File: config.mk
export PLATFORM = sky130hd
export DESIGN_NAME = gullfaxi_egress_receiver_flat
export DESIGN_NICKNAME = d
export VERILOG_FILES = /design/src/rtl/gullfaxi_egress_receiver_if.sv /design/src/rtl/gullfaxi_egress_receiver.sv /design/src/flat_wrapper.sv
export SDC_FILE = /design/constraint.sdc
export NUM_CORES = 1
export LEC_CHECK = 0
export ABC_AREA = 1
export CORE_ASPECT_RATIO = 1.5
export CORE_MARGIN = 2
export CORE_UTILIZATION = 31
export DETAILED_ROUTE_END_ITERATION = 7
export GPL_TIMING_DRIVEN = 0
export SYNTH_ARGS = -nofsm -noshare
export SYNTH_HDL_FRONTEND = slang
export SYNTH_SLANG_ARGS = --single-unit
File: constraint.sdc
create_clock -name clk -period 7.3 [get_ports clk]
set_input_delay 1.095 -clock clk [delete_from_list [all_inputs] [get_ports clk]]
set_output_delay 1.095 -clock clk [all_outputs]
set_load 0.005 [all_outputs]
File: src/rtl/gullfaxi_egress_receiver_if.sv
`default_nettype none
// ============================================================================
//  Module   : gullfaxi_egress_receiver_if
//  Purpose  : Bundles the router output-port signals and the downstream
//             byte stream / status of the egress receiver.
//             master : router/downstream side (drives packet bytes, m_ready)
//             slave  : receiver side (drives grant, stream and status)
//  Revision : 1.0 - initial release
// ============================================================================
interface gullfaxi_egress_receiver_if;
  // router output port
  logic        O_start;
  logic [5:0]  O_length;
  logic [7:0]  O_data;
  logic        O_end;
  logic        O_req;
  logic        O_grant;
  // downstream stream and status
  logic        m_valid;
  logic [7:0]  m_data;
  logic        m_last;
  logic        m_ready;
  logic        err_len;
  logic [15:0] pkt_count;

  modport master (
    output O_start, O_length, O_data, O_end, O_req, m_ready,
    input  O_grant, m_valid, m_data, m_last, err_len, pkt_count
  );

  modport slave (
    input  O_start, O_length, O_data, O_end, O_req, m_ready,
    output O_grant, m_valid, m_data, m_last, err_len, pkt_count
  );
endinterface
`default_nettype wire

File: src/rtl/gullfaxi_egress_receiver.sv
`default_nettype none
// ============================================================================
//  Module   : gullfaxi_egress_receiver
//  Purpose  : Store-and-forward egress receiver. Grants one router output
//             port, buffers a whole packet (up to 63 bytes) in a 64x8 RAM,
//             checks its byte count against the length carried with the
//             start byte, then streams it out with valid/ready. Bad packets
//             are dropped with a one-cycle err_len pulse.
//  Revision : 1.0 - initial release
// ============================================================================
module gullfaxi_egress_receiver (
  input  logic                             clk,
  input  logic                             reset,
  gullfaxi_egress_receiver_if.slave        bus
);

  typedef enum logic [1:0] {
    IDLE  = 2'd0,
    GRANT = 2'd1,
    RECV  = 2'd2,
    DRAIN = 2'd3
  } state_t;

  localparam int unsigned DEPTH = 64;

  state_t      state;
  logic [7:0]  pkt_buf [DEPTH];
  logic [5:0]  wptr;
  logic [5:0]  rptr;
  logic [5:0]  exp_len;
  // Set once address 63 has been written: any further byte means the
  // packet is longer than the buffer and can only end in a drop.
  logic        overflow;

  // registered outputs
  logic        grant;
  logic        valid;
  logic        last;
  logic [7:0]  dout;
  logic        err;
  logic [15:0] pkt_cnt;

  // decoded helpers
  logic        accepting;
  logic        start_byte;
  logic        wr_en;
  logic [5:0]  wr_addr;
  logic [6:0]  rx_count;
  logic        len_match;
  logic [5:0]  rptr_next;

  // Decode the buffer write and the end-of-packet length check.
  always_comb begin
    accepting  = (state == GRANT) || (state == RECV);
    start_byte = accepting && bus.O_start;
    // A start byte always lands at address 0, even as a restart in RECV.
    wr_en      = start_byte || ((state == RECV) && !overflow);
    wr_addr    = start_byte ? 6'd0 : wptr;
    // Bytes received including the one being sampled this cycle.
    rx_count   = {1'b0, wptr} + 7'd1;
    len_match  = !overflow && (rx_count == {1'b0, exp_len}) && (exp_len != 6'd0);
    rptr_next  = rptr + 6'd1;
  end

  // Packet buffer write port; contents are not reset.
  always_ff @(posedge clk) begin
    if (wr_en) begin
      pkt_buf[wr_addr] <= bus.O_data;
    end
  end

  // Receiver FSM with all outputs registered.
  always_ff @(posedge clk) begin
    if (reset) begin
      state    <= IDLE;
      wptr     <= 6'd0;
      rptr     <= 6'd0;
      exp_len  <= 6'd0;
      overflow <= 1'b0;
      grant    <= 1'b0;
      valid    <= 1'b0;
      last     <= 1'b0;
      dout     <= 8'd0;
      err      <= 1'b0;
      pkt_cnt  <= 16'd0;
    end else begin
      err <= 1'b0;
      unique case (state)
        IDLE: begin
          if (bus.O_req) begin
            state <= GRANT;
            grant <= 1'b1;
          end
        end

        GRANT, RECV: begin
          if (bus.O_start) begin
            // A start while receiving abandons the packet in progress.
            if (state == RECV) begin
              err <= 1'b1;
            end
            exp_len  <= bus.O_length;
            wptr     <= 6'd1;
            overflow <= 1'b0;
            if (bus.O_end) begin
              // Single-byte packet: it is good only if it announced length 1.
              grant <= 1'b0;
              if (bus.O_length == 6'd1) begin
                state <= DRAIN;
                valid <= 1'b1;
                dout  <= bus.O_data;
                last  <= 1'b1;
                rptr  <= 6'd0;
              end else begin
                err   <= 1'b1;
                state <= IDLE;
                wptr  <= 6'd0;
              end
            end else begin
              state <= RECV;
            end
          end else if (state == RECV) begin
            if (!overflow) begin
              wptr <= wptr + 6'd1;
              if (wptr == 6'd63) begin
                overflow <= 1'b1;
              end
            end
            if (bus.O_end) begin
              grant <= 1'b0;
              if (len_match) begin
                // Byte 0 was stored by the start byte in an earlier cycle.
                state <= DRAIN;
                valid <= 1'b1;
                dout  <= pkt_buf[0];
                last  <= (exp_len == 6'd1);
                rptr  <= 6'd0;
              end else begin
                err      <= 1'b1;
                state    <= IDLE;
                wptr     <= 6'd0;
                overflow <= 1'b0;
              end
            end
          end
        end

        DRAIN: begin
          // valid is always high here, so m_ready alone completes a beat.
          if (bus.m_ready) begin
            if (last) begin
              pkt_cnt  <= pkt_cnt + 16'd1;
              rptr     <= 6'd0;
              wptr     <= 6'd0;
              overflow <= 1'b0;
              state    <= IDLE;
              valid    <= 1'b0;
              last     <= 1'b0;
              dout     <= 8'd0;
            end else begin
              rptr <= rptr_next;
              dout <= pkt_buf[rptr_next];
              last <= (rptr_next == (exp_len - 6'd1));
            end
          end
        end

        default: begin
          state <= IDLE;
        end
      endcase
    end
  end

  assign bus.O_grant   = grant;
  assign bus.m_valid   = valid;
  assign bus.m_data    = dout;
  assign bus.m_last    = last;
  assign bus.err_len   = err;
  assign bus.pkt_count = pkt_cnt;

endmodule
`default_nettype wire

File: src/flat_wrapper.sv
// flat-port wrapper written by rule: the top's interface ports become plain ports
module gullfaxi_egress_receiver_flat 
  (clk, reset, bus_O_start, bus_O_length, bus_O_data, bus_O_end, bus_O_req, bus_m_ready, bus_O_grant, bus_m_valid, bus_m_data, bus_m_last, bus_err_len, bus_pkt_count);
  gullfaxi_egress_receiver_if bus_i ();
  input  logic clk;
  input  logic reset;
  input wire logic [$bits(bus_i.O_start)-1:0] bus_O_start;
  input wire logic [$bits(bus_i.O_length)-1:0] bus_O_length;
  input wire logic [$bits(bus_i.O_data)-1:0] bus_O_data;
  input wire logic [$bits(bus_i.O_end)-1:0] bus_O_end;
  input wire logic [$bits(bus_i.O_req)-1:0] bus_O_req;
  input wire logic [$bits(bus_i.m_ready)-1:0] bus_m_ready;
  output wire logic [$bits(bus_i.O_grant)-1:0] bus_O_grant;
  output wire logic [$bits(bus_i.m_valid)-1:0] bus_m_valid;
  output wire logic [$bits(bus_i.m_data)-1:0] bus_m_data;
  output wire logic [$bits(bus_i.m_last)-1:0] bus_m_last;
  output wire logic [$bits(bus_i.err_len)-1:0] bus_err_len;
  output wire logic [$bits(bus_i.pkt_count)-1:0] bus_pkt_count;
  assign bus_i.O_start = bus_O_start;
  assign bus_i.O_length = bus_O_length;
  assign bus_i.O_data = bus_O_data;
  assign bus_i.O_end = bus_O_end;
  assign bus_i.O_req = bus_O_req;
  assign bus_i.m_ready = bus_m_ready;
  assign bus_O_grant = bus_i.O_grant;
  assign bus_m_valid = bus_i.m_valid;
  assign bus_m_data = bus_i.m_data;
  assign bus_m_last = bus_i.m_last;
  assign bus_err_len = bus_i.err_len;
  assign bus_pkt_count = bus_i.pkt_count;
  gullfaxi_egress_receiver u_core (.clk(clk), .reset(reset), .bus(bus_i));
endmodule
==> metrics.md, run 1 <==
| Metric | Value |
|---|---|
| Status | `completed` |
| Core area | `77260 sq um` |
| Die footprint | `80060 sq um` |
| Setup TNS | `0 ns` |
| Part of the Yosys area used for sequential elements | `67.84%` |
| Commonest cells post-synth | `512 x edfxtp_1, 445 x nor2_1, 426 x nand2_1, 273 x nand3_1, 199 x o21ai_0` |
| Main synth FF type | `edfxtp_1` |
| Diode count | `0` |
| Pleak | `9.793 nW` |
| Most numerous cell in the Yosys netlist | `edfxtp_1` |
| CP max stage delay | `0.81 ns` |
| GR Util All Layers | `19.71%` |
| R2R depth | `12` |
| CTS resizes | `0` |
| CTS H-Tree Depth | `2` |
| CP max stage cell | `o211ai_1` |
| Metal1 wirelength | `27270 microns` |
| Total iterations of the first detailed-routing run | `6` |
| Postcts setup bufs | `0` |
| Top post-synthesis cells by area | `edfxtp_1 64%, nor2_1 6.9%, nand2_1 6.6%` |
| Post-Syn Area | `24110 sq um` |
| DR vias/cell | `5.083` |
| Final Max Slew Viols | `0` |
| HP Class | `register to register` |
| Final cell count without fillers | `3479` |
| VDD IR max | `0.0002140 V` |
| Clk_skew | `0.01735 ns` |
| Syn Nets | `2348` |
| CP required | `7.84 ns` |
| P per Cell Area | `383.6 nW/um^2` |
| Met3 wire length | `5249 microns` |
| Crit path top cell by count | `nand3_1` |
| Startpoint Class | `register` |
| Crit Path Class | `register to register` |
| Critical path cell sequence | `ha_1 -> buf_2 -> buf_4 -> clkbuf_1 -> o21ai_0 -> o211ai_1 -> nand3_1 -> nand3_1 -> nand3_1 -> nand2_1 -> nor2_1 -> nor2_1` |
| Asr flop ratio synth | `0%` |
| Die H | `345.5 microns` |
| Max layer used | `met4` |
| RR Startpoint | `u_core.rptr[1]$_SDFFE_PP0P_` |
| Flops & latches, synth | `561` |
| # hold bufs at CTS | `0` |
| Hold endpoint | `u_core.bus.O_grant$_SDFFE_PP0P_` |
| Post-synth top area cell | `edfxtp_1` |
| Clk buf depth | `3` |
| Clk slew on worst S/H paths | `0.07 ns` |
| FILL cells | `7785` |
| Top-area cell type share of the netlist area | `63.77%` |
| GRT overflow | `0` |
| Pre-CTS WS | `3.493 ns` |
| WHS Path Cells | `2` |
| First-iteration detailed-routing DRC count | `1691` |
| Finish-stage setup viols | `0` |
| Io pins | `48` |
| CTS root buffer | `clkbuf_16` |
| Inserted Clock Buffers | `50` |
| Tcrit/Tclk final | `50.64%` |
| Vias in the first global route | `17240` |
| Max transition margin | `24.51%` |
| Worst-Skew Late Latency | `0.60 ns` |
| First-pass GRT wire length | `114700 microns` |
| Final #Nets | `2452` |
| # clock sinks | `561` |
| Post-Syn Area per Cell | `10.40 sq um` |
| Routed Antenna Nets | `0` |
| Largest net degree at the start of global routing | `66` |
| Number of hold violations in the final report | `0` |
| Ys Warns | `0` |
| Initial antenna violation count | `0` |
| Max Freq | `0.2705 GHz` |
| Initial Util | `31.20%` |
| Layout area overhead | `14.24%` |
| Final estimated routing congestion in global placement | `0.9538` |
| Max_cap viols | `0` |
| Synth Instances | `2319` |
| DR WL/cell | `23.00 microns` |
| Hold path start | `u_core.bus.O_grant$_SDFFE_PP0P_` |
| Worst reg2reg setup slack | `3.60 ns` |
| Die W | `231.7 microns` |
| Placed Cells | `3387` |
| Worst-margin pin slew | `1.127 ns` |
| Hpwl dp | `56880 microns` |
| Final min period | `3.697 ns` |
| CP max FO | `10` |
| RSZ-0062 raised after global routing | `no` |
| WL final | `80030 microns` |
| Critical path capture point type | `register` |
| Routed met2 length | `40310 microns` |
| Final WS setup | `3.603 ns` |
| IO Port Bufs | `45` |
| Post-synth EDFFs | `512` |
| DRC | `0` |
| Critical Path AT | `4.24 ns` |
| Cell variety after synth | `36` |
| R2R Path End | `u_core.bus.m_data[4]$_SDFFE_PP0P_` |
| Row count | `125` |
| CTS tree | `done` |
| Ratio of cells with drive above 1 in the final layout | `6.659%` |
| Via count | `17690` |
-- cell usage in the layout, fill, tap and decap left out, types with 29 or more instances in the layout --
cell type        instances
edfxtp_1               512
o21ai_0                199
dfxtp_1                 49
clkdlybuf4s50_1         37
clkbuf_16               51
inv_1                  141
clkbuf_1                54
nand2_1                426
buf_2                   58
nand3_1                273
a21oi_1                 48
o211ai_1                29
nor2_1                 445
-- layer usage --
| layer | global-route usage (%) | up-vias |
|---|---|---|
| met3 | 2.424 | 248 |
| met4 | 15.86 | 0 |
| met2 | 34.80 | 773 |
| met1 | 20.96 | 8512 |
| met5 | 0 | - |
| li1 | - | 8152 |
-- worst max-delay path by stage --
stage / from / slack [ns] / endpoint
after floorplan: bus_O_start / 4.52 / u_core.pkt_buf[4][0]$_DFFE_PP_
after global placement: bus_O_data[1] / 3.00 / u_core.pkt_buf[20][1]$_DFFE_PP_
after CTS: u_core.state[0]$_SDFFE_PP0P_ / 3.97 / u_core.pkt_buf[53][5]$_DFFE_PP_
after detailed placement: bus_O_start / 3.49 / u_core.pkt_buf[53][6]$_DFFE_PP_
after global routing: u_core.rptr[1]$_SDFFE_PP0P_ / 3.55 / u_core.bus.m_data[4]$_SDFFE_PP0P_
final: u_core.rptr[1]$_SDFFE_PP0P_ / 3.60 / u_core.bus.m_data[4]$_SDFFE_PP0P_
-- registers in the layout, summed over array words and instances, names as in the netlist --
register              count
u_core.bus.err_len        1
u_core.exp_len            6
u_core.bus.O_grant        1
u_core.rptr               6
u_core.wptr               6
u_core.state              2
u_core.bus.m_last         1
u_core.overflow           1
u_core.bus.m_data         8
u_core.pkt_buf          512
u_core.bus.pkt_count     16
u_core.bus.m_valid        1
-- per-stage QoR --
stage | power, mW | utilization (%) | cell area [sq um] | hold slack [ns]
global placement | 7.850 | 33.43 | 25830 | 0.4571
CTS | 10.49 | 35.65 | 27540 | 0.4623
floorplan | 6.062 | - | 24110 | 0.4556
detailed placement | 7.870 | 33.57 | 25940 | 0.4539
finish | 10.57 | 35.65 | 27540 | 0.4609
global route | 10.98 | 35.65 | 27540 | 0.4958
-- power by group --
| part | total (mW) | internal [mW] | switching, mW |
|---|---|---|---|
| combinational | 4.25 | 1.09 | 3.16 |
| sequential | 3.65 | 3.60 | 0.0587 |
| clock | 2.67 | 1.46 | 1.21 |
| total | 10.6 | 6.14 | 4.43 |
-- kinds of logic (layout without fill, tap and decap cells) --
| group | after synthesis | in the layout | share of synthesized area (%) |
|---|---|---|---|
| and+or+nand+nor | 1179 | 1179 | 20.12 |
| DFF | 561 | 561 | 67.84 |
| AOI/OAI and AO/OA | 291 | 291 | 6.420 |
| buffers and inverters | 270 | 414 | 4.702 |
| adders and majority gates | 9 | 9 | 0.4671 |
| xor gates and xnor gates | 9 | 9 | 0.4515 |
-- critical path: cells and delay by family, from the launching register on --
family	cells	cell delay (ns)
AOI/OAI and AO/OA	2	1.03
adders and majority gates	1	0.28
buffers and inverters	3	1.32
DFF	1	0.34
and+or+nand+nor	6	0.66
-- final cells by class --
| cell class | count | area, sq um | share of cell area (%) |
|---|---|---|---|
| Buffer | 124 | 585.6 | 2.126 |
| Clock buffer | 58 | 1303 | 4.729 |
| Clock inverter | 34 | 299.0 | 1.086 |
| Inverter | 146 | 548.0 | 1.990 |
| Multi-Input combinational cell | 1488 | 6619 | 24.03 |
| Sequential cell | 561 | 16360 | 59.39 |
| Tap cell | 1016 | 1271 | 4.616 |
| Timing Repair Buffer | 52 | 560.5 | 2.035 |
Power figures use the tool's default switching activity.
==> inputs of run 2 (changes only) <==
Clock period 7.3 ns to 3.05 ns, I/O delays scaled along.
==> run 2 against run 1 <==
First-iteration DRC count up 4.2%. Final cell count increased by 0.37%. Clock skew decreased by 0.00053 ns. Utilization up 0.81 points. Global-route usage about the same. Register-to-register slack got worse by 3.6 ns. Count of clock-buffer cells in the layout unchanged. Die area stayed put. Largest cell class unchanged.
==> metrics.md, run 2 (synthesized netlist as in run 1, its figures left out) <==
| Metric | Value |
|---|---|
| Die H | `345.5 microns (unchanged)` |
| Final Util | `36.46% (+0.81 points)` |
| Final Max Slew Viols | `0 (unchanged)` |
| Routed Antenna Nets | `0 (unchanged)` |
| Max_cap viols | `0 (unchanged)` |
| Layout area overhead | `16.85%` |
| Register area | `16360 sq um (unchanged)` |
| Met3 wire length | `4983 microns (-5.1%)` |
| Routed met2 length | `40950 microns (+1.6%)` |
| Core area | `77260 sq um (unchanged)` |
| Largest net degree at the start of global routing | `66 (unchanged)` |
| Startpoint Class | `register` |
| FILL cells | `7713 (-0.92%)` |
| CP max FO | `10 (unchanged)` |
| Die footprint | `80060 sq um (unchanged)` |
| # clock sinks | `561 (unchanged)` |
| Placed Cells | `3387 (unchanged)` |
| Worst-margin pin slew | `1.006 ns (-0.1211 ns)` |
| Max Freq | `0.3289 GHz (+22%)` |
| Worst Hold Slack | `0.2745 ns (-0.1864 ns)` |
| Clk slew on worst S/H paths | `0.07 ns (about the same)` |
| Die W | `231.7 microns (unchanged)` |
| # hold bufs at CTS | `0 (unchanged)` |
| Number of hold violations in the final report | `0 (unchanged)` |
| DR vias/cell | `5.084 (about the same)` |
| Metal1 wirelength | `27560 microns (+1.1%)` |
| VDD IR max | `0.0005228 V (+140%)` |
| WHS Path Cells | `1 (-1)` |
| Most frequent cells in the layout | `512 x edfxtp_1, 420 x nand2_1, 388 x nor2_1` |
| CTS tree | `done` |
| R2R depth | `7 (-5)` |
| CTS H-Tree Depth | `2 (unchanged)` |
| Pre-CTS WS | `-0.2702 ns (-3.763 ns)` |
| RSZ-0062 raised after global routing | `yes` |
| Diode count | `0 (unchanged)` |
| First-pass GRT wire length | `114600 microns (about the same)` |
| Tcrit/Tclk final | `99.70% (+49 points)` |
| WL final | `80090 microns (about the same)` |
| Row count | `125 (unchanged)` |
| Pleak | `9.909 nW (+1.2%)` |
| Final #Nets | `2465 (+0.53%)` |
| Finish-stage setup viols | `0 (unchanged)` |
| Footprint of the multi-input gates | `6992 sq um (+5.6%)` |
| Clk buf depth | `3 (unchanged)` |
| Final cell count without fillers | `3492 (+0.37%)` |
| DR WL/cell | `22.94 microns (-0.29%)` |
| Total iterations of the first detailed-routing run | `6 (unchanged)` |
| Crit Path Class | `register to register` |
| CTS root buffer | `clkbuf_16` |
| Max reg flops | `512 (unchanged)` |
| Worst-Skew Late Latency | `0.60 ns (about the same)` |
| Critical Path AT | `3.26 ns (-0.98 ns)` |
| Largest Register | `u_core.pkt_buf` |
| Max transition margin | `32.93% (+8.4 points)` |
| Hpwl dp | `56880 microns (unchanged)` |
| Via count | `17750 (+0.39%)` |
| Final WS setup | `0.009217 ns (-3.594 ns)` |
| Setup TNS | `0 ns (unchanged)` |
| GRT overflow | `0 (unchanged)` |
| DRC | `0 (unchanged)` |
| GR Util All Layers | `19.68% (-0.032 points)` |
| Inserted Clock Buffers | `50 (unchanged)` |
| Final estimated routing congestion in global placement | `0.9538 (unchanged)` |
| CP required | `3.27 ns (-4.57 ns)` |
| IO Port Bufs | `45 (unchanged)` |
| Io pins | `48 (unchanged)` |
| Commonest non-fill, non-tap cell in the layout | `edfxtp_1` |
| Initial antenna violation count | `0 (unchanged)` |
| Status | `completed` |
| Clk_skew | `0.01682 ns (-0.0005288 ns)` |
| Vias in the first global route | `17250 (+0.041%)` |
| Ratio of cells with drive above 1 in the final layout | `10.14% (+3.5 points)` |
| Max layer used | `met4` |
| First-iteration detailed-routing DRC count | `1762 (+4.2%)` |
| Final min period | `3.041 ns (-0.6558 ns)` |
| P per Cell Area | `900.4 nW/um^2 (+130%)` |
| Critical path capture point type | `register` |
| Initial Util | `31.20% (unchanged)` |
| HP Class | `primary input to register` |
==> run 2: what timing repair did <==
action	CTS	global route
hold endpoints to repair	0	0
pin swaps	0	11
setup endpoints to repair	371	520
setup buffers	0	14
gates resized for setup	48	75
==> run 2: metal layers <==
| layer | global-route usage [%] | vias to the layer above |
|---|---|---|
| li1 | - | 8177 |
| met5 | 0 | - |
| met2 | 35.28 | 795 |
| met4 | 14.68 | 0 |
| met1 | 21.08 | 8535 |
| met3 | 2.202 | 247 |
==> run 2: critical path, cell delays in order, from the launching register on <==
cell and delay, ns:
dfxtp_1 0.36, inv_1 0.08, ha_1 0.38, nand2_2 0.21, nand2_1 0.10, nor2_1 0.31
nand2_1 0.53, nor2_2 0.68
==> run 2: power by group <==
group | switching (mW) | internal [mW]
clock network | 2.90 | 3.49
registers | 0.141 | 8.60
logic | 7.59 | 2.64
==> run 2: area by class of cell <==
class                   count  area share, %
clock inverters            34          1.062
repair buffers             66          2.852
multi-input cells        1488          24.82
well taps                1016          4.513
clock buffers              58          4.624
flip-flops and latches    561          58.06
inverters                 146          1.959
plain buffers             123          2.110
==> run 2: stage by stage <==
step / cell area [sq um] / total power [mW]
finish: 28170 / 25.37
floorplan: 24110 / 14.51
CTS: 27670 / 25.13
global placement: 25830 / 18.79
global route: 28170 / 26.36
detailed placement: 25940 / 18.84
==> run 2: final timing paths <==
kind                                        start                              end  slack, ns
hold reg to reg   u_core.bus.O_grant$_SDFFE_PP0P_  u_core.bus.O_grant$_SDFFE_PP0P_       0.46
hold / removal                      bus_O_data[4]  u_core.pkt_buf[62][4]$_DFFE_PP_       0.27
setup / recovery     u_core.state[0]$_SDFFE_PP0P_  u_core.pkt_buf[48][1]$_DFFE_PP_      0.009
setup reg to reg     u_core.state[0]$_SDFFE_PP0P_  u_core.pkt_buf[48][1]$_DFFE_PP_      0.009
